**config.mk**
```make
export PLATFORM = sky130hd
export DESIGN_NAME = opb_register_simulink2ppc_snap_flat
export DESIGN_NICKNAME = d
export VERILOG_FILES = /design/src/rtl/opb_register_simulink2ppc_snap_pkg.sv /design/src/rtl/opb_register_simulink2ppc_snap_if.sv /design/src/rtl/opb_register_simulink2ppc_snap_slave_fsm.sv /design/src/rtl/opb_register_simulink2ppc_snap.sv /design/src/flat_wrapper.sv
export SDC_FILE = /design/constraint.sdc
export NUM_CORES = 1
export LEC_CHECK = 0
export ABC_AREA = 1
export BUFFER_PORTS_ARGS = -buffer_cell sky130_fd_sc_hd__buf_2
export CORE_ASPECT_RATIO = 0.5
export CORE_MARGIN = 10
export CORE_UTILIZATION = 50
export CTS_CLUSTER_SIZE = 16
export DETAILED_ROUTE_END_ITERATION = 12
export GPL_TIMING_DRIVEN = 0
export PLACE_DENSITY = 0.86
export SLEW_MARGIN = 10
export SYNTH_ARGS = -nofsm -noshare
export SYNTH_HDL_FRONTEND = slang
export SYNTH_HIERARCHICAL = 1
export SYNTH_SLANG_ARGS = --single-unit
```
**constraint.sdc**
```tcl
create_clock -name OPB_Clk -period 2.6 [get_ports OPB_Clk]
set_input_delay 0 -clock OPB_Clk [delete_from_list [all_inputs] [get_ports OPB_Clk]]
set_output_delay 0 -clock OPB_Clk [all_outputs]
set_load 0.005 [all_outputs]
```
**src/rtl/opb_register_simulink2ppc_snap_pkg.sv**
```systemverilog
// Shared definitions for the fabric-to-PPC snapshot register block:
// register offsets, CTRL bit positions, slave FSM states and counter width.
package opb_s2p_pkg;

  // Byte offsets of the registers inside the 256-byte window
  localparam logic [7:0] OFF_DATA   = 8'h00;
  localparam logic [7:0] OFF_STATUS = 8'h04;
  localparam logic [7:0] OFF_CTRL   = 8'h08;

  // CTRL register bit positions (register numbering, bit 0 = LSB)
  localparam int CTRL_FREEZE    = 0;
  localparam int CTRL_CLR_COUNT = 1;

  // Capture counter width
  localparam int COUNT_W = 16;

  // OPB slave sequencing states
  typedef enum logic [1:0] {
    IDLE = 2'd0,
    ACK  = 2'd1,
    WAIT = 2'd2
  } state_t;

  // STATUS layout: count in [31:16], fresh in bit 0, everything else zero
  function automatic logic [31:0] status_word(input logic [COUNT_W-1:0] count,
                                              input logic fresh);
    return {count, 15'b0, fresh};
  endfunction

endpackage

```
**src/rtl/opb_register_simulink2ppc_snap_if.sv**
```systemverilog
// OPB slave-side signal bundle. Vectors keep the OPB big-endian numbering,
// so index 0 is the most significant bit of address and data.
interface opb_register_simulink2ppc_snap_if;
  logic [0:31] OPB_ABus;
  logic [0:3]  OPB_BE;
  logic [0:31] OPB_DBus;
  logic        OPB_RNW;
  logic        OPB_select;
  logic        OPB_seqAddr;
  logic [0:31] Sl_DBus;
  logic        Sl_xferAck;
  logic        Sl_errAck;
  logic        Sl_retry;
  logic        Sl_toutSup;

  modport master (
    output OPB_ABus, OPB_BE, OPB_DBus, OPB_RNW, OPB_select, OPB_seqAddr,
    input  Sl_DBus, Sl_xferAck, Sl_errAck, Sl_retry, Sl_toutSup
  );

  modport slave (
    input  OPB_ABus, OPB_BE, OPB_DBus, OPB_RNW, OPB_select, OPB_seqAddr,
    output Sl_DBus, Sl_xferAck, Sl_errAck, Sl_retry, Sl_toutSup
  );
endinterface

```
**src/rtl/opb_register_simulink2ppc_snap_slave_fsm.sv**
```systemverilog
// OPB slave sequencer: decodes the address window, produces a single
// registered acknowledge per select assertion and the one-cycle read/write
// strobes plus word index used by the register file.
module opb_slave_fsm
  import opb_s2p_pkg::*;
#(
  parameter logic [31:0] C_BASEADDR = 32'hFFFFFFFF,
  parameter logic [31:0] C_HIGHADDR = 32'h00000000
) (
  input  logic        clk,
  input  logic        rst_n,
  input  logic [31:0] i_addr,
  input  logic        i_select,
  input  logic        i_rnw,
  output logic        o_rd_strobe,
  output logic        o_wr_strobe,
  output logic [5:0]  o_word_idx,
  output logic        o_xfer_ack
);

  state_t r_state;
  logic   r_ack;
  logic   w_hit;
  logic   w_start;

  assign w_hit   = i_select && (i_addr >= C_BASEADDR) && (i_addr <= C_HIGHADDR);
  // A transfer starts only from IDLE, which is what limits acks to one per select
  assign w_start = (r_state == IDLE) && w_hit;

  assign o_rd_strobe = w_start && i_rnw;
  assign o_wr_strobe = w_start && !i_rnw;
  assign o_word_idx  = i_addr[7:2];
  assign o_xfer_ack  = r_ack;

  // IDLE -> ACK on hit, ACK -> WAIT, WAIT -> IDLE once select drops
  always_ff @(posedge clk or negedge rst_n) begin
    if (!rst_n) begin
      r_state <= IDLE;
      r_ack   <= 1'b0;
    end else begin
      r_ack <= 1'b0;
      unique case (r_state)
        IDLE: begin
          if (w_hit) begin
            r_state <= ACK;
            r_ack   <= 1'b1;
          end
        end
        ACK:     r_state <= WAIT;
        WAIT:    if (!i_select) r_state <= IDLE;
        default: r_state <= IDLE;
      endcase
    end
  end

endmodule

```
**src/rtl/opb_register_simulink2ppc_snap.sv**
```systemverilog
// Fabric-to-PPC snapshot registers on OPB: captures a user word on each
// strobe, tracks freshness and a wrapping capture count, and exposes
// DATA / STATUS / CTRL to OPB reads.
module opb_register_simulink2ppc_snap
  import opb_s2p_pkg::*;
#(
  parameter logic [31:0] C_BASEADDR   = 32'hFFFFFFFF,
  parameter logic [31:0] C_HIGHADDR   = 32'h00000000,
  parameter int          C_OPB_AWIDTH = 32,
  parameter int          C_OPB_DWIDTH = 32,
  parameter string       C_FAMILY     = "virtex5"
) (
  input  logic                                OPB_Clk,
  input  logic                                OPB_Rst_n,
  opb_register_simulink2ppc_snap_if.slave     bus,
  input  logic [31:0]                         user_data_in,
  input  logic                                user_data_valid,
  output logic                                user_frozen
);

  logic [C_OPB_AWIDTH-1:0] w_addr;
  logic [C_OPB_DWIDTH-1:0] w_wdata;
  logic                    w_rd_strobe;
  logic                    w_wr_strobe;
  logic [5:0]              w_word_idx;
  logic [7:0]              w_offset;
  logic                    w_capture;
  logic                    w_ctrl_wr;
  logic                    w_clr_count;
  logic                    w_data_rd;
  logic [31:0]             w_rd_word;

  logic [31:0]             r_data;
  logic                    r_fresh;
  logic [COUNT_W-1:0]      r_count;
  logic                    r_freeze;
  logic [31:0]             r_dbus;

  // Packed assignment reverses the OPB [0:31] numbering into [31:0]
  assign w_addr  = bus.OPB_ABus;
  assign w_wdata = bus.OPB_DBus;

  opb_slave_fsm #(
    .C_BASEADDR (C_BASEADDR),
    .C_HIGHADDR (C_HIGHADDR)
  ) u_fsm (
    .clk         (OPB_Clk),
    .rst_n       (OPB_Rst_n),
    .i_addr      (w_addr[31:0]),
    .i_select    (bus.OPB_select),
    .i_rnw       (bus.OPB_RNW),
    .o_rd_strobe (w_rd_strobe),
    .o_wr_strobe (w_wr_strobe),
    .o_word_idx  (w_word_idx),
    .o_xfer_ack  (bus.Sl_xferAck)
  );

  assign w_offset    = {w_word_idx, 2'b00};
  assign w_capture   = user_data_valid && !r_freeze;
  // Only the lane holding register bits [7:0] (OPB_BE[3]) can modify CTRL
  assign w_ctrl_wr   = w_wr_strobe && (w_offset == OFF_CTRL) && bus.OPB_BE[3];
  assign w_clr_count = w_ctrl_wr && w_wdata[CTRL_CLR_COUNT];
  assign w_data_rd   = w_rd_strobe && (w_offset == OFF_DATA);

  // Read mux from current register contents; unmapped offsets read zero
  always_comb begin
    w_rd_word = 32'h0;
    unique case (w_offset)
      OFF_DATA:   w_rd_word = r_data;
      OFF_STATUS: w_rd_word = status_word(r_count, r_fresh);
      OFF_CTRL:   w_rd_word = {31'b0, r_freeze};
      default:    w_rd_word = 32'h0;
    endcase
  end

  // Latch the user word on an unfrozen strobe
  always_ff @(posedge OPB_Clk or negedge OPB_Rst_n) begin
    if (!OPB_Rst_n) r_data <= 32'h0;
    else if (w_capture) r_data <= user_data_in;
  end

  // Fresh: a capture wins over a simultaneous DATA read
  always_ff @(posedge OPB_Clk or negedge OPB_Rst_n) begin
    if (!OPB_Rst_n) r_fresh <= 1'b0;
    else if (w_capture) r_fresh <= 1'b1;
    else if (w_data_rd) r_fresh <= 1'b0;
  end

  // Capture counter; a clear coinciding with a capture leaves one count
  always_ff @(posedge OPB_Clk or negedge OPB_Rst_n) begin
    if (!OPB_Rst_n) r_count <= '0;
    else if (w_clr_count) r_count <= w_capture ? COUNT_W'(1) : '0;
    else if (w_capture) r_count <= r_count + COUNT_W'(1);
  end

  // Freeze bit; clear_count is a pulse and is never stored
  always_ff @(posedge OPB_Clk or negedge OPB_Rst_n) begin
    if (!OPB_Rst_n) r_freeze <= 1'b0;
    else if (w_ctrl_wr) r_freeze <= w_wdata[CTRL_FREEZE];
  end

  // Read data is loaded only alongside the ack, so the bus is zero otherwise
  always_ff @(posedge OPB_Clk or negedge OPB_Rst_n) begin
    if (!OPB_Rst_n) r_dbus <= 32'h0;
    else r_dbus <= w_rd_strobe ? w_rd_word : 32'h0;
  end

  assign bus.Sl_DBus    = r_dbus;
  assign bus.Sl_errAck  = 1'b0;
  assign bus.Sl_retry   = 1'b0;
  assign bus.Sl_toutSup = 1'b0;
  assign user_frozen    = r_freeze;

endmodule

```
**src/flat_wrapper.sv**
```systemverilog
// flat-port wrapper written by rule: the top's interface ports become plain ports
module opb_register_simulink2ppc_snap_flat import opb_s2p_pkg::*;
#(
  parameter logic [31:0] C_BASEADDR   = 32'hFFFFFFFF,
  parameter logic [31:0] C_HIGHADDR   = 32'h00000000,
  parameter int          C_OPB_AWIDTH = 32,
  parameter int          C_OPB_DWIDTH = 32,
  parameter string       C_FAMILY     = "       "
)
  (OPB_Clk, OPB_Rst_n, user_data_in, user_data_valid, user_frozen, bus_OPB_ABus, bus_OPB_BE, bus_OPB_DBus, bus_OPB_RNW, bus_OPB_select, bus_OPB_seqAddr, bus_Sl_DBus, bus_Sl_xferAck, bus_Sl_errAck, bus_Sl_retry, bus_Sl_toutSup);
  opb_register_simulink2ppc_snap_if bus_i ();
  input  logic OPB_Clk;
  input  logic OPB_Rst_n;
  input  logic [31:0] user_data_in;
  input  logic user_data_valid;
  output logic user_frozen;
  input wire logic [$bits(bus_i.OPB_ABus)-1:0] bus_OPB_ABus;
  input wire logic [$bits(bus_i.OPB_BE)-1:0] bus_OPB_BE;
  input wire logic [$bits(bus_i.OPB_DBus)-1:0] bus_OPB_DBus;
  input wire logic [$bits(bus_i.OPB_RNW)-1:0] bus_OPB_RNW;
  input wire logic [$bits(bus_i.OPB_select)-1:0] bus_OPB_select;
  input wire logic [$bits(bus_i.OPB_seqAddr)-1:0] bus_OPB_seqAddr;
  output wire logic [$bits(bus_i.Sl_DBus)-1:0] bus_Sl_DBus;
  output wire logic [$bits(bus_i.Sl_xferAck)-1:0] bus_Sl_xferAck;
  output wire logic [$bits(bus_i.Sl_errAck)-1:0] bus_Sl_errAck;
  output wire logic [$bits(bus_i.Sl_retry)-1:0] bus_Sl_retry;
  output wire logic [$bits(bus_i.Sl_toutSup)-1:0] bus_Sl_toutSup;
  assign bus_i.OPB_ABus = bus_OPB_ABus;
  assign bus_i.OPB_BE = bus_OPB_BE;
  assign bus_i.OPB_DBus = bus_OPB_DBus;
  assign bus_i.OPB_RNW = bus_OPB_RNW;
  assign bus_i.OPB_select = bus_OPB_select;
  assign bus_i.OPB_seqAddr = bus_OPB_seqAddr;
  assign bus_Sl_DBus = bus_i.Sl_DBus;
  assign bus_Sl_xferAck = bus_i.Sl_xferAck;
  assign bus_Sl_errAck = bus_i.Sl_errAck;
  assign bus_Sl_retry = bus_i.Sl_retry;
  assign bus_Sl_toutSup = bus_i.Sl_toutSup;
  opb_register_simulink2ppc_snap #(.C_BASEADDR(C_BASEADDR), .C_HIGHADDR(C_HIGHADDR), .C_OPB_AWIDTH(C_OPB_AWIDTH), .C_OPB_DWIDTH(C_OPB_DWIDTH), .C_FAMILY(C_FAMILY)) u_core (.OPB_Clk(OPB_Clk), .OPB_Rst_n(OPB_Rst_n), .bus(bus_i), .user_data_in(user_data_in), .user_data_valid(user_data_valid), .user_frozen(user_frozen));
endmodule
```
Word-level counts from Yosys, hierarchy flattened --
Index checks and enable logic that the tools add are counted.
Word-level totals: register bits after elaboration 85, input port bits 106, word-level logic and storage cells 45
Cells by class: add/sub/neg operators 1, order comparisons 2, eq/ne operators 6, mux-type cells 12, reduce and logical (&&, ||, !) cells 17
Operator list (count):
- 32-bit case mux with 3 select lines | 1
- 32-bit >= comparator, second input constant | 1
- 32-bit by 1-bit <= comparator with 1-bit output, second input constant | 1
- 16-bit two-way mux | 2
- 32-bit two-way mux | 1
- 16-bit by 1-bit adder with 16-bit output, second input constant | 1
- 1-bit logical AND | 10
- 8-bit zero test | 1
- 6-bit by 1-bit == test with 1-bit output, second input constant | 1
- 6-bit by 2-bit == test with 1-bit output, second input constant | 1
- 2-bit case mux with 3 select lines | 1
- 1-bit two-way mux | 5
- 2-bit two-way mux | 2
- 2-bit inequality test, second input constant | 2
- 2-bit nonzero test | 2
- 2-bit by 1-bit == test with 1-bit output, second input constant | 1
- 2-bit == test, second input constant | 1
- 1-bit zero test | 2
- 2-bit zero test | 1
- 2-bit AND reduction | 1

Depth between registers and ports, before layout --
Gate-level depths: netlist of run 1.
depth after elaboration 9, depth in mapped cells 9, depth with buffers taken out 8

Modules after synthesis --
Netlist of run 1, hierarchy kept.
By module, submodules not included:
- opb_register_simulink2ppc_snap | instances 1, cells an instance 400, area each 3458.3 um^2
- opb_slave_fsm | instances 1, cells an instance 10, area each 88.8 um^2

Least setup slack after synthesis of run 1 --
No wires, ideal clock.
path type register to register, start register u_core.r_freeze, in the netlist u_core/user_frozen, end register u_core.r_count[11], arrival time 1166 ps, slack 1318 ps, cell stages (with the launch flop) 9, cells stage by stage dfrtp_1 inv_1 nand2_1 nor2_1 nand2_1 nor2_1 nand2_1 nand2_1 nor2_1
On the way: longest elaborated chain between the ends 3
Ends and longest elaborated chain:
- start, declared | RTL line opb_register_simulink2ppc_snap.sv:36 | logic r_freeze;
- start signal, assigned | RTL line opb_register_simulink2ppc_snap.sv:99 | else if (w_ctrl_wr) r_freeze <= w_wdata[CTRL_FREEZE];
- 1-bit zero test | RTL line opb_register_simulink2ppc_snap.sv:59 | assign w_capture = user_data_valid && !r_freeze;
- 1-bit logical AND | RTL line opb_register_simulink2ppc_snap.sv:59
- 2-bit nonzero test (no source line)
- end signal, assigned | RTL line opb_register_simulink2ppc_snap.sv:92 | else if (w_clr_count) r_count <= w_capture ? COUNT_W'(1) : '0;
- end signal, assigned | RTL line opb_register_simulink2ppc_snap.sv:93 | else if (w_capture) r_count <= r_count + COUNT_W'(1);
- end, declared | RTL line opb_register_simulink2ppc_snap.sv:35 | logic [COUNT_W-1:0] r_count;
Every way passes these cells. A chain may end at the register's enable or synchronous reset.

Final worst setup path of run 1 --
Same ends and word-level chain as after synthesis.

==> run_results.csv, run 1 <==
group,metric,value,unit
finish,finalInstanceArea,4710,sq um
global_route,grt_pass1_vias,3225,
global_route,overflow,0,
yosys,async_flop_share,1.00,
sta,hold_slack,0.217,ns
sta,drv_slew,0,
place,dp_hpwl,6030,um
place,gp_congestion,0.881,
sta,hold_viol_final,0,
clock_tree,htreeDepth,3,
finish,final_layout_size_suffix_gt1_frac,0.217,
yosys,muxShareOfSynthArea,0,
global_route,busiest_layer,"met2",
global_route,grt_use_met2,0.299,
clock_tree,worstSkewPairLatency,0.33,ns
sta,fmax,611,MHz
drt,drc,0,
yosys,synth_cells,410,
worst_setup_path,crit_arrival,1.85,ns
yosys,yosys.area.top_type_share,0.586,
drt,drt-total-wl,9050,um
worst_setup_path,path_class,"reg2reg",
drt,drtAntennaViolNets,0,
pwr,power.leakage,0.00255,uW
global_route,grt_pass1_wl,15200,um
sta,setup_viol,0,
finish,stdcell_count,627,
clock_tree,tritoncts,"built",
yosys,ys_ff_latch,83,
drt,drt_iter0_drc,245,
worst_setup_path,cp_max_fo,6,
sta,setup-tns-final,0,ns
clock_tree,clk_pin_slew,0.06,ns
pwr,p_per_area,735,nW/um^2
place,io_buffers,71,
worst_setup_path,cp-end-kind,"flip-flop",
yosys,yosys_warnings,6,
global_route,grt_util_all_layers,0.168,
status,status,"completed",
worst_hold_path,hp-class,"in2reg",
yosys,syn-cell-area,3550,sq um
sta,slew_headroom,0.589,
global_route,antenna_found_initial,0,
drt,wl_per_cell,14.4,um
yosys,synthAdderAreaFrac,0.00353,
clock_tree,clock-sinks,83,
clock_tree,numCtsBuffers,9,
yosys,synth_seq_area_share,0.586,
finish,syn_to_final_growth,32.7,%
drt,num_vias,3111,
sta,rsz0062_at_grt,"no",
yosys,synth_compound_area_frac,0.0695,
place,placed_cells,578,
yosys,synth_most_common_cell,"nand2_1",
sta,min_period,1.64,ns
floorplanning,pin_count,143,
global_route,global_route.usage.met1,0.190,
finish,nFillCells,489,
floorplanning,die_w,139,um
drt,via_per_inst,4.96,
drt,dr.pass1.iters,5,
clock_tree,cts_resized,0,
floorplanning,num_rows,21,
finish,nets,637,
floorplanning,dieArea,11100,sq um
sta,clock_skew,0.00696,ns
yosys,synth_xor_area_frac,0.00247,
global_route,grt_max_degree,49,
yosys,synth_cell_types,29,
yosys,synth_top_family_by_area,"simple AND/OR/NAND/NOR gates",
sta,tightest_slew,0.616,ns
pwr,ir_worst_vdd,414,uV
floorplanning,die_y,79.6,um
yosys,ys_top_cells_by_count,"139 x nand2_1, 83 x dfrtp_1, 44 x nor2_1, 40 x inv_1, 20 x a21oi_1",
yosys,syn_area_per_cell,8.65,sq um
sta,period_share,0.629,
place,placed_area,4060,sq um
global_route,grt_use_met3,0.0517,
yosys,synth_simple_gate_area_frac,0.249,
worst_setup_path,cp-start-kind,"flip-flop",
run,maxCapViolCount,0,
floorplanning,core_area,6780,sq um
yosys,synth_top_cell_by_area,"dfrtp_1",
yosys,synthFlopType,"dfrtp_1",
clock_tree,cts_max_path_buffers,2,
clock_tree,cts_root_buf,"clkbuf_16",
yosys,synth_enable_flop_cells,0,
worst_setup_path,required,2.82,ns
floorplanning,initial_core_util,0.523,
finish,diodes,0,
yosys,synth_area_leaders,"dfrtp_1 59%, nand2_1 15%, nor2_1 4.7%",
[final cells by class]
cell class / count / area (sq um) / share of cell area
repair buffers: 105 / 708 / 0.150
well taps: 92 / 115 / 0.0245
flip-flops and latches: 83 / 2080 / 0.441
plain buffers: 23 / 156 / 0.0332
inverters: 41 / 154 / 0.0327
clock buffers: 12 / 246 / 0.0524
multi-input cells: 267 / 1170 / 0.250
clock inverters: 4 / 73.8 / 0.0157
[registers in the layout, indices dropped and copies added, names as in the netlist]
| signal | count |
|---|---|
| u_core/user_frozen | 1 |
| u_core/r_count | 16 |
| u_core/r_fresh | 1 |
| u_core/r_data | 32 |
| u_core/bus.Sl_DBus | 32 |
| u_core/u_fsm/o_xfer_ack | 1 |
[worst max-delay path: stages (launching register included)]
cell	delay [ns]
dfrtp_1	0.41
inv_1	0.08
nand2_1	0.15
nor2_1	0.29
nand2_1	0.22
nor2_1	0.20
nand2_1	0.08
nand2_1	0.06
nor2_1	0.03
[logic make-up after synthesis]
logic type | after synthesis
simple gates | 213
fa+ha+maj | 1
compound gates | 46
buf+inv | 64
other cells | 2
flops | 83
xor+xnor | 1
[cell usage in the layout, fill, tap and decap left out, drive strengths merged]
cell	synthesis	layout
conb	2	6
buf	18	90
nand2	142	142
dfrtp	83	83
clkinv	0	2
ha	1	1
dlygate4sd3	0	33
nand4	3	3
inv	41	41
bufinv	0	2
clkbuf	5	17
o21bai	2	2
nor3	5	5
nor2	48	48
o21ai	20	20
a21oi	22	22
nand3b	1	1
a21o	1	1
xnor2	1	1
a31oi	1	1
nand3	14	14
[power by group]
part | switching, uW | leakage (uW) | total (uW) | internal (uW)
registers | 125 | 0.00108 | 1660 | 1530
logic | 261 | 0.00131 | 455 | 194
clock network | 477 | 0.000157 | 1340 | 867
total | 863 | 0.00255 | 3460 | 2600
[per-stage QoR]
stage | total power [uW] | util | worst slack [ns]
6_report | 3460 | 0.694 | 0.964
5_1_grt | 3650 | 0.694 | 0.829
4_1_cts | 3460 | 0.694 | 0.997
3_5_place_dp | 2070 | 0.598 | 1.11
3_3_place_gp | 2030 | 0.595 | 0.951
2_1_floorplan | 1920 | - | 1.32
[per-layer routing]
| layer | wire length [um] | part of all wire |
|---|---|---|
| met1 | 3750 | 0.41 |
| met2 | 4560 | 0.50 |
| met3 | 581 | 0.064 |
| met4 | 168 | 0.019 |
| met5 | 0 | 0 |
[path summary, 6_finish.rpt]
kind / from / end / slack, ns / cells past startpoint
max reg2reg: u_core/user_frozen / u_core/r_count[11] / 0.96 / 8
min reg2reg: u_core/r_data[29] / u_core/r_data[29] / 0.48 / 2
max in group asynchronous: OPB_Rst_n / u_core/r_count[10] / 1.76 / 3
max: u_core/user_frozen / u_core/r_count[11] / 0.96 / 8
min: user_data_valid / u_core/r_count[12] / 0.22 / 7
min in group asynchronous: OPB_Rst_n / u_core/r_data[9] / 0.23 / 2
[what timing repair did]
| action | 4_1_cts | 5_1_grt |
|---|---|---|
| hold buffers | 33 | 0 |
| endpoints found under the hold margin | 79 | 0 |
| buffers inserted | 0 | 0 |
Note: power is estimated with default switching activity, not from simulation.
==> run 2, diff against run 1 <==
--- a/config.mk
+++ b/config.mk
@@ -5,15 +5,15 @@
 export SDC_FILE = /design/constraint.sdc
 export NUM_CORES = 1
 export LEC_CHECK = 0
-export ABC_AREA = 1
+export ABC_AREA = 0
 export BUFFER_PORTS_ARGS = -buffer_cell sky130_fd_sc_hd__buf_2
 export CORE_ASPECT_RATIO = 0.5
 export CORE_MARGIN = 10
-export CORE_UTILIZATION = 50
+export CORE_UTILIZATION = 43
 export CTS_CLUSTER_SIZE = 16
 export DETAILED_ROUTE_END_ITERATION = 12
 export GPL_TIMING_DRIVEN = 0
-export PLACE_DENSITY = 0.86
+export PLACE_DENSITY = 0.8
 export SLEW_MARGIN = 10
 export SYNTH_ARGS = -nofsm -noshare
 export SYNTH_HDL_FRONTEND = slang
==> constraint.sdc (replaced) <==
create_clock -name OPB_Clk -period 1.4 [get_ports OPB_Clk]
set_input_delay 0 -clock OPB_Clk [delete_from_list [all_inputs] [get_ports OPB_Clk]]
set_output_delay 0 -clock OPB_Clk [all_outputs]
set_load 0.005 [all_outputs]
==> run_results.csv, run 2 <==
group,metric,value,unit
worst_setup_path,cp-end-kind,"flip-flop",
sta,tightest_slew,0.548,ns
run,maxCapViolCount,0,
global_route,grt_util_all_layers,0.135,
worst_setup_path,path_class,"reg2reg",
clock_tree,clk_pin_slew,0.06,ns
yosys,synth_cell_types,34,
sta,setup_slack,-0.106,ns
yosys,synth_cells,270,
finish,multi_input_area,1330,sq um
yosys,synth_area_leaders,"dfrtp_1 60%, mux2_2 11%, a22oi_1 3.3%",
sta,period_share,1.08,
floorplanning,dieArea,12200,sq um
floorplanning,num_rows,22,
sta,fmax,664,MHz
yosys,yosys_warnings,6,
yosys,synth_compound_area_frac,0.0459,
floorplanning,core_area,7540,sq um
finish,final_cell_mix,"76 x dfrtp_1, 73 x buf_2, 33 x dlygate4sd3_1, 32 x mux2_2, 22 x buf_4",
finish,register_area,2090,sq um
yosys,syn_area_per_cell,12.7,sq um
yosys,ys_top_cells_by_count,"83 x dfrtp_1, 33 x mux2_2, 19 x nor2_1, 17 x and3_1, 15 x a22oi_1",
global_route,overflow,0,
finish,syn_to_final_growth,42.0,%
yosys,syn-cell-area,3430,sq um
worst_setup_path,cpLargestDelayFamily,"simple AND/OR/NAND/NOR gates",
yosys,synthFlopType,"dfrtp_1",
clock_tree,worstSkewPairLatency,0.33,ns
worst_setup_path,cp_max_fo,10,
sta,setup_viol,8,
yosys,synth_enable_flop_cells,0,
sta,hold_viol_final,0,
global_route,grt_pass1_vias,2758,
worst_hold_path,hp-class,"in2async",
global_route,grt_max_degree,68,
drt,num_vias,2516,
sta,hold_slack,0.0748,ns
drt,drt_iter0_drc,115,
worst_setup_path,cp-start-kind,"flip-flop",
yosys,yosys.area.top_type_share,0.605,
place,gp_congestion,0.786,
floorplanning,die_y,83.2,um
pwr,power.leakage,0.00233,uW
clock_tree,tritoncts,"built",
sta,drv_slew,0,
clock_tree,clock-sinks,83,
drt,dr.pass1.iters,4,
yosys,synth_top_cell_by_area,"dfrtp_1",
drt,via_per_inst,4.91,
yosys,synth_most_common_cell,"dfrtp_1",
sta,min_period,1.51,ns
drt,drt-total-wl,8290,um
floorplanning,die_w,146,um
drt,drtAntennaViolNets,0,
clock_tree,numCtsBuffers,9,
yosys,muxShareOfSynthArea,0.114,
worst_setup_path,slowest_stage,"dfrtp_1",
clock_tree,cts_max_path_buffers,2,
sta,clock_skew,0.00600,ns
place,preCtsSetupSlack,-0.239,ns
worst_setup_path,critical-path-max-stage-delay,0.41,ns
worst_setup_path,crit_arrival,1.72,ns
finish,final_common_cell,"dfrtp_1",
sta,slew_headroom,0.632,
yosys,synth_top_family_by_area,"simple AND/OR/NAND/NOR gates",
yosys,ys_ff_latch,83,
drt,drc,0,
finish,nFillCells,562,
yosys,async_flop_share,1.00,
clock_tree,htreeDepth,3,
finish,diodes,0,
global_route,antenna_found_initial,0,
finish,final_layout_size_suffix_gt1_frac,0.458,
floorplanning,initial_core_util,0.455,
sta,rsz0062_at_grt,"yes",
status,failed_checks,"negative setup slack",
place,io_buffers,71,
drt,wl_per_cell,16.2,um
worst_setup_path,required,1.62,ns
yosys,synth_seq_area_share,0.605,
worst_setup_path,crit_chain,"nand4b_1 > buf_4 > nor4_4 > xnor2_1 > nor2_1",
floorplanning,pin_count,143,
pwr,ir_worst_vdd,864,uV
sta,setup-tns-final,-0.436,ns
yosys,synth_simple_gate_area_frac,0.149,
place,dp_hpwl,5320,um
clock_tree,cts_root_buf,"clkbuf_16",
worst_setup_path,crit_buf_inv,1,
global_route,grt_pass1_wl,13500,um
pwr,p_per_area,1290,nW/um^2
yosys,synth_xor_area_frac,0.0332,
finish,nets,506,
yosys,synthAdderAreaFrac,0.00364,
status,status,"finished, violations left",
run 2: final cells by class:
type | instances | area share
Multi-Input combinational cell | 165 | 0.272
Sequential cell | 83 | 0.428
Inverter | 1 | 0.000770
Clock buffer | 10 | 0.0490
Tap cell | 108 | 0.0277
Buffer | 25 | 0.0439
Clock inverter | 6 | 0.0182
Timing Repair Buffer | 114 | 0.161
run 2: metrics by stage:
| stage | power, uW | util | cells | area (sq um) |
|---|---|---|---|---|
| 3_5_place_dp | 3450 | 0.530 | 454 | 4000 |
| 4_1_cts | 6210 | 0.633 | 507 | 4770 |
| 5_1_grt | 6570 | 0.646 | 512 | 4870 |
| 2_1_floorplan | 3210 | - | 274 | 3470 |
| 6_report | 6290 | 0.646 | 512 | 4870 |
| 3_3_place_gp | 3410 | 0.526 | 453 | 3970 |
run 2: cells by family after synthesis:
group           count (synthesis)
flops                          83
xor+xnor                       13
simple gates                   88
mux                            35
buf+inv                        26
fa+ha+maj                       1
compound gates                 22
other cells                     2
run 2: power breakdown:
part	switching, uW	internal (uW)	total [uW]	leakage (uW)
Combinational	453	496	949	0.00112
Sequential	197	2610	2810	0.00106
Clock	924	1610	2530	0.000155
run 2: layer usage:
metal	part of all wire	GRT usage	wire (um)
met5	0	0	0
met4	0.011	0.0511	91
met3	0.055	0.0503	453
met2	0.53	0.242	4410
met1	0.40	0.142	3340
run 2: path summary, 6_finish.rpt:
check / from / end / slack (ns) / cells past startpoint
worst max-delay path: u_core/user_frozen / u_core/r_count[13] / -0.11 / 5
worst min-delay path: OPB_Rst_n / u_core/bus.Sl_DBus[7] / 0.07 / 2
worst max register to register: u_core/user_frozen / u_core/r_count[13] / -0.11 / 5
worst min register to register: u_core/r_fresh / u_core/r_fresh / 0.49 / 1
max in group asynchronous: OPB_Rst_n / u_core/r_count[0] / 0.73 / 3
min in group OPB_Clk: user_data_valid / u_core/r_count[6] / 0.13 / 5
run 2: repair_timing:
| action | 4_1_cts | 5_1_grt |
|---|---|---|
| hold endpoints to repair | 115 | 0 |
| setup endpoints to repair | 39 | 39 |
| hold buffers | 33 | 0 |
| setup buffers | 4 | 5 |
| resized for setup | 24 | 12 |
| pin swaps | 1 | 2 |
==> run 3, diff against run 2 <==
--- a/config.mk
+++ b/config.mk
@@ -19,3 +19,4 @@
 export SYNTH_HDL_FRONTEND = slang
 export SYNTH_HIERARCHICAL = 1
 export SYNTH_SLANG_ARGS = --single-unit
+export TNS_END_PERCENT = 100
==> constraint.sdc (replaced) <==
create_clock -name OPB_Clk -period 1.35 [get_ports OPB_Clk]
set_input_delay 0 -clock OPB_Clk [delete_from_list [all_inputs] [get_ports OPB_Clk]]
set_output_delay 0 -clock OPB_Clk [all_outputs]
set_load 0.005 [all_outputs]
==> run_results.csv, run 3 (synthesized netlist as in run 2, its figures left out) <==
group,metric,value,unit
floorplanning,die_w,146,um
pwr,power,6680,uW
sta,slew_headroom,0.623,
floorplanning,core_area,7540,sq um
clock_tree,tritoncts,"built",
sta,setup_viol,45,
run,maxCapViolCount,0,
drt,drt-total-wl,9840,um
global_route,grt_pass1_vias,2772,
status,failed_checks,"negative setup slack",
clock_tree,htreeDepth,3,
finish,stdcell_count,523,
global_route,grt_max_degree,66,
finish,syn_to_final_growth,46.8,%
worst_setup_path,path_class,"reg2reg",
global_route,grt_pass1_wl,14500,um
worst_setup_path,crit_arrival,1.73,ns
floorplanning,pin_count,143,
sta,tightest_slew,0.561,ns
drt,drc,0,
worst_hold_path,hp-class,"in2async",
global_route,antenna_found_initial,2,
clock_tree,worstSkewPairLatency,0.34,ns
sta,min_period,1.52,ns
worst_setup_path,cp_max_fo,5,
clock_tree,numCtsBuffers,9,
drt,drtAntennaViolNets,0,
finish,nFillCells,523,
sta,fmax,660,MHz
clock_tree,clk_pin_slew,0.06,ns
place,dp_hpwl,5430,um
place,gp_congestion,0.779,
sta,drv_slew,0,
clock_tree,cts_max_path_buffers,2,
sta,setup_slack,-0.165,ns
finish,final_cell_mix,"76 x dfrtp_1, 73 x buf_2, 33 x dlygate4sd3_1, 25 x buf_4, 22 x mux2_2",
floorplanning,initial_core_util,0.455,
sta,period_share,1.12,
finish,multi_input_area,1370,sq um
place,placed_area,4000,sq um
drt,drt_iter0_drc,204,
drt,wl_per_cell,18.8,um
floorplanning,die_y,83.2,um
finish,nets,515,
floorplanning,num_rows,22,
pwr,ir_worst_vdd,839,uV
sta,hold_viol_final,0,
worst_setup_path,cp-end-kind,"flip-flop",
drt,via_per_inst,5.08,
pwr,power.leakage,0.00243,uW
finish,final_layout_size_suffix_gt1_frac,0.477,
finish,register_area,2090,sq um
floorplanning,dieArea,12200,sq um
finish,finalInstanceArea,5040,sq um
finish,final_common_cell,"dfrtp_1",
sta,clock_skew,0.00715,ns
sta,setup-tns-final,-4.56,ns
global_route,overflow,0,
worst_setup_path,required,1.57,ns
clock_tree,clock-sinks,83,
place,io_buffers,71,
drt,dr.pass1.iters,4,
worst_setup_path,cp-start-kind,"flip-flop",
clock_tree,cts_root_buf,"clkbuf_16",
place,placed_cells,454,
status,status,"finished, violations left",
drt,num_vias,2658,
pwr,p_per_area,1320,nW/um^2
sta,rsz0062_at_grt,"yes",
global_route,grt_util_all_layers,0.148,
## run 3: cell types whose count changed in the layout (fill, tap and decap cells not counted), sizes merged
| cell | before | now |
|---|---|---|
| buf | 102 | 109 |
| clkinvlp | 2 | 0 |
| clkbuf | 14 | 18 |
| clkinv | 2 | 3 |
| diode | 0 | 2 |
| bufinv | 2 | 1 |
## run 3: power by group
part | internal, uW | switching, uW | leakage (uW) | total, uW
Combinational | 661 | 597 | 0.00122 | 1260
Sequential | 2710 | 208 | 0.00106 | 2910
Clock | 1530 | 972 | 0.000153 | 2500
## run 3: what timing repair did
| action | in CTS | in global routing |
|---|---|---|
| endpoints found under the setup margin | 40 | 43 |
| gates resized for setup | 29 | 24 |
| hold endpoints to repair | 115 | 0 |
| hold buffers | 33 | 0 |
| cloned | 0 | 4 |
| pin swaps | 1 | 4 |
| setup buffers | 8 | 7 |
## run 3: routing by layer
layer / wire length, um / track usage / part of all wire
met1: 3830 / 0.160 / 0.39
met2: 5150 / 0.258 / 0.52
met3: 606 / 0.0568 / 0.062
met4: 252 / 0.0574 / 0.026
met5: 0 / 0 / 0
## run 3: path summary, 6_finish.rpt
check                                        start  slack [ns]  cells after the start                     to
worst max-delay path            u_core/user_frozen       -0.17                      5      u_core/r_data[19]
worst min-delay path                     OPB_Rst_n        0.08                      2  u_core/bus.Sl_DBus[2]
worst max register to register  u_core/user_frozen       -0.17                      5      u_core/r_data[19]
worst min register to register      u_core/r_fresh        0.49                      1         u_core/r_fresh
max in group asynchronous                OPB_Rst_n        0.66                      3      u_core/r_count[5]
min in group OPB_Clk               user_data_valid        0.17                      5      u_core/r_count[6]
## run 3: worst max-delay path, stage by stage (launching register included)
cell and delay [ns]:
dfrtp_1 0.41, buf_4 0.16, nor2b_4 0.15, buf_8 0.17
clkbuf_16 0.16, mux2_2 0.34
## run 3: cell type report
cell class                 count  area share
timing repair buffer         123       0.182
clock buffer                  12      0.0509
buffer                        25      0.0427
tap                          108      0.0268
multi-input combinational    165       0.273
antenna                        2    0.000993
inverter                       1    0.000745
clock inverter                 4     0.00968
sequential                    83       0.414
## run 3: through the flow
step / worst slack, ns / utilization / hold WS [ns]
2_1_floorplan: -0.0940 / - / -0.296
3_3_place_gp: -0.336 / 0.527 / 0.232
3_5_place_dp: -0.269 / 0.531 / -0.108
4_1_cts: -0.0963 / 0.638 / 0.0770
5_1_grt: -0.199 / 0.668 / 0.115
6_report: -0.165 / 0.668 / 0.0756
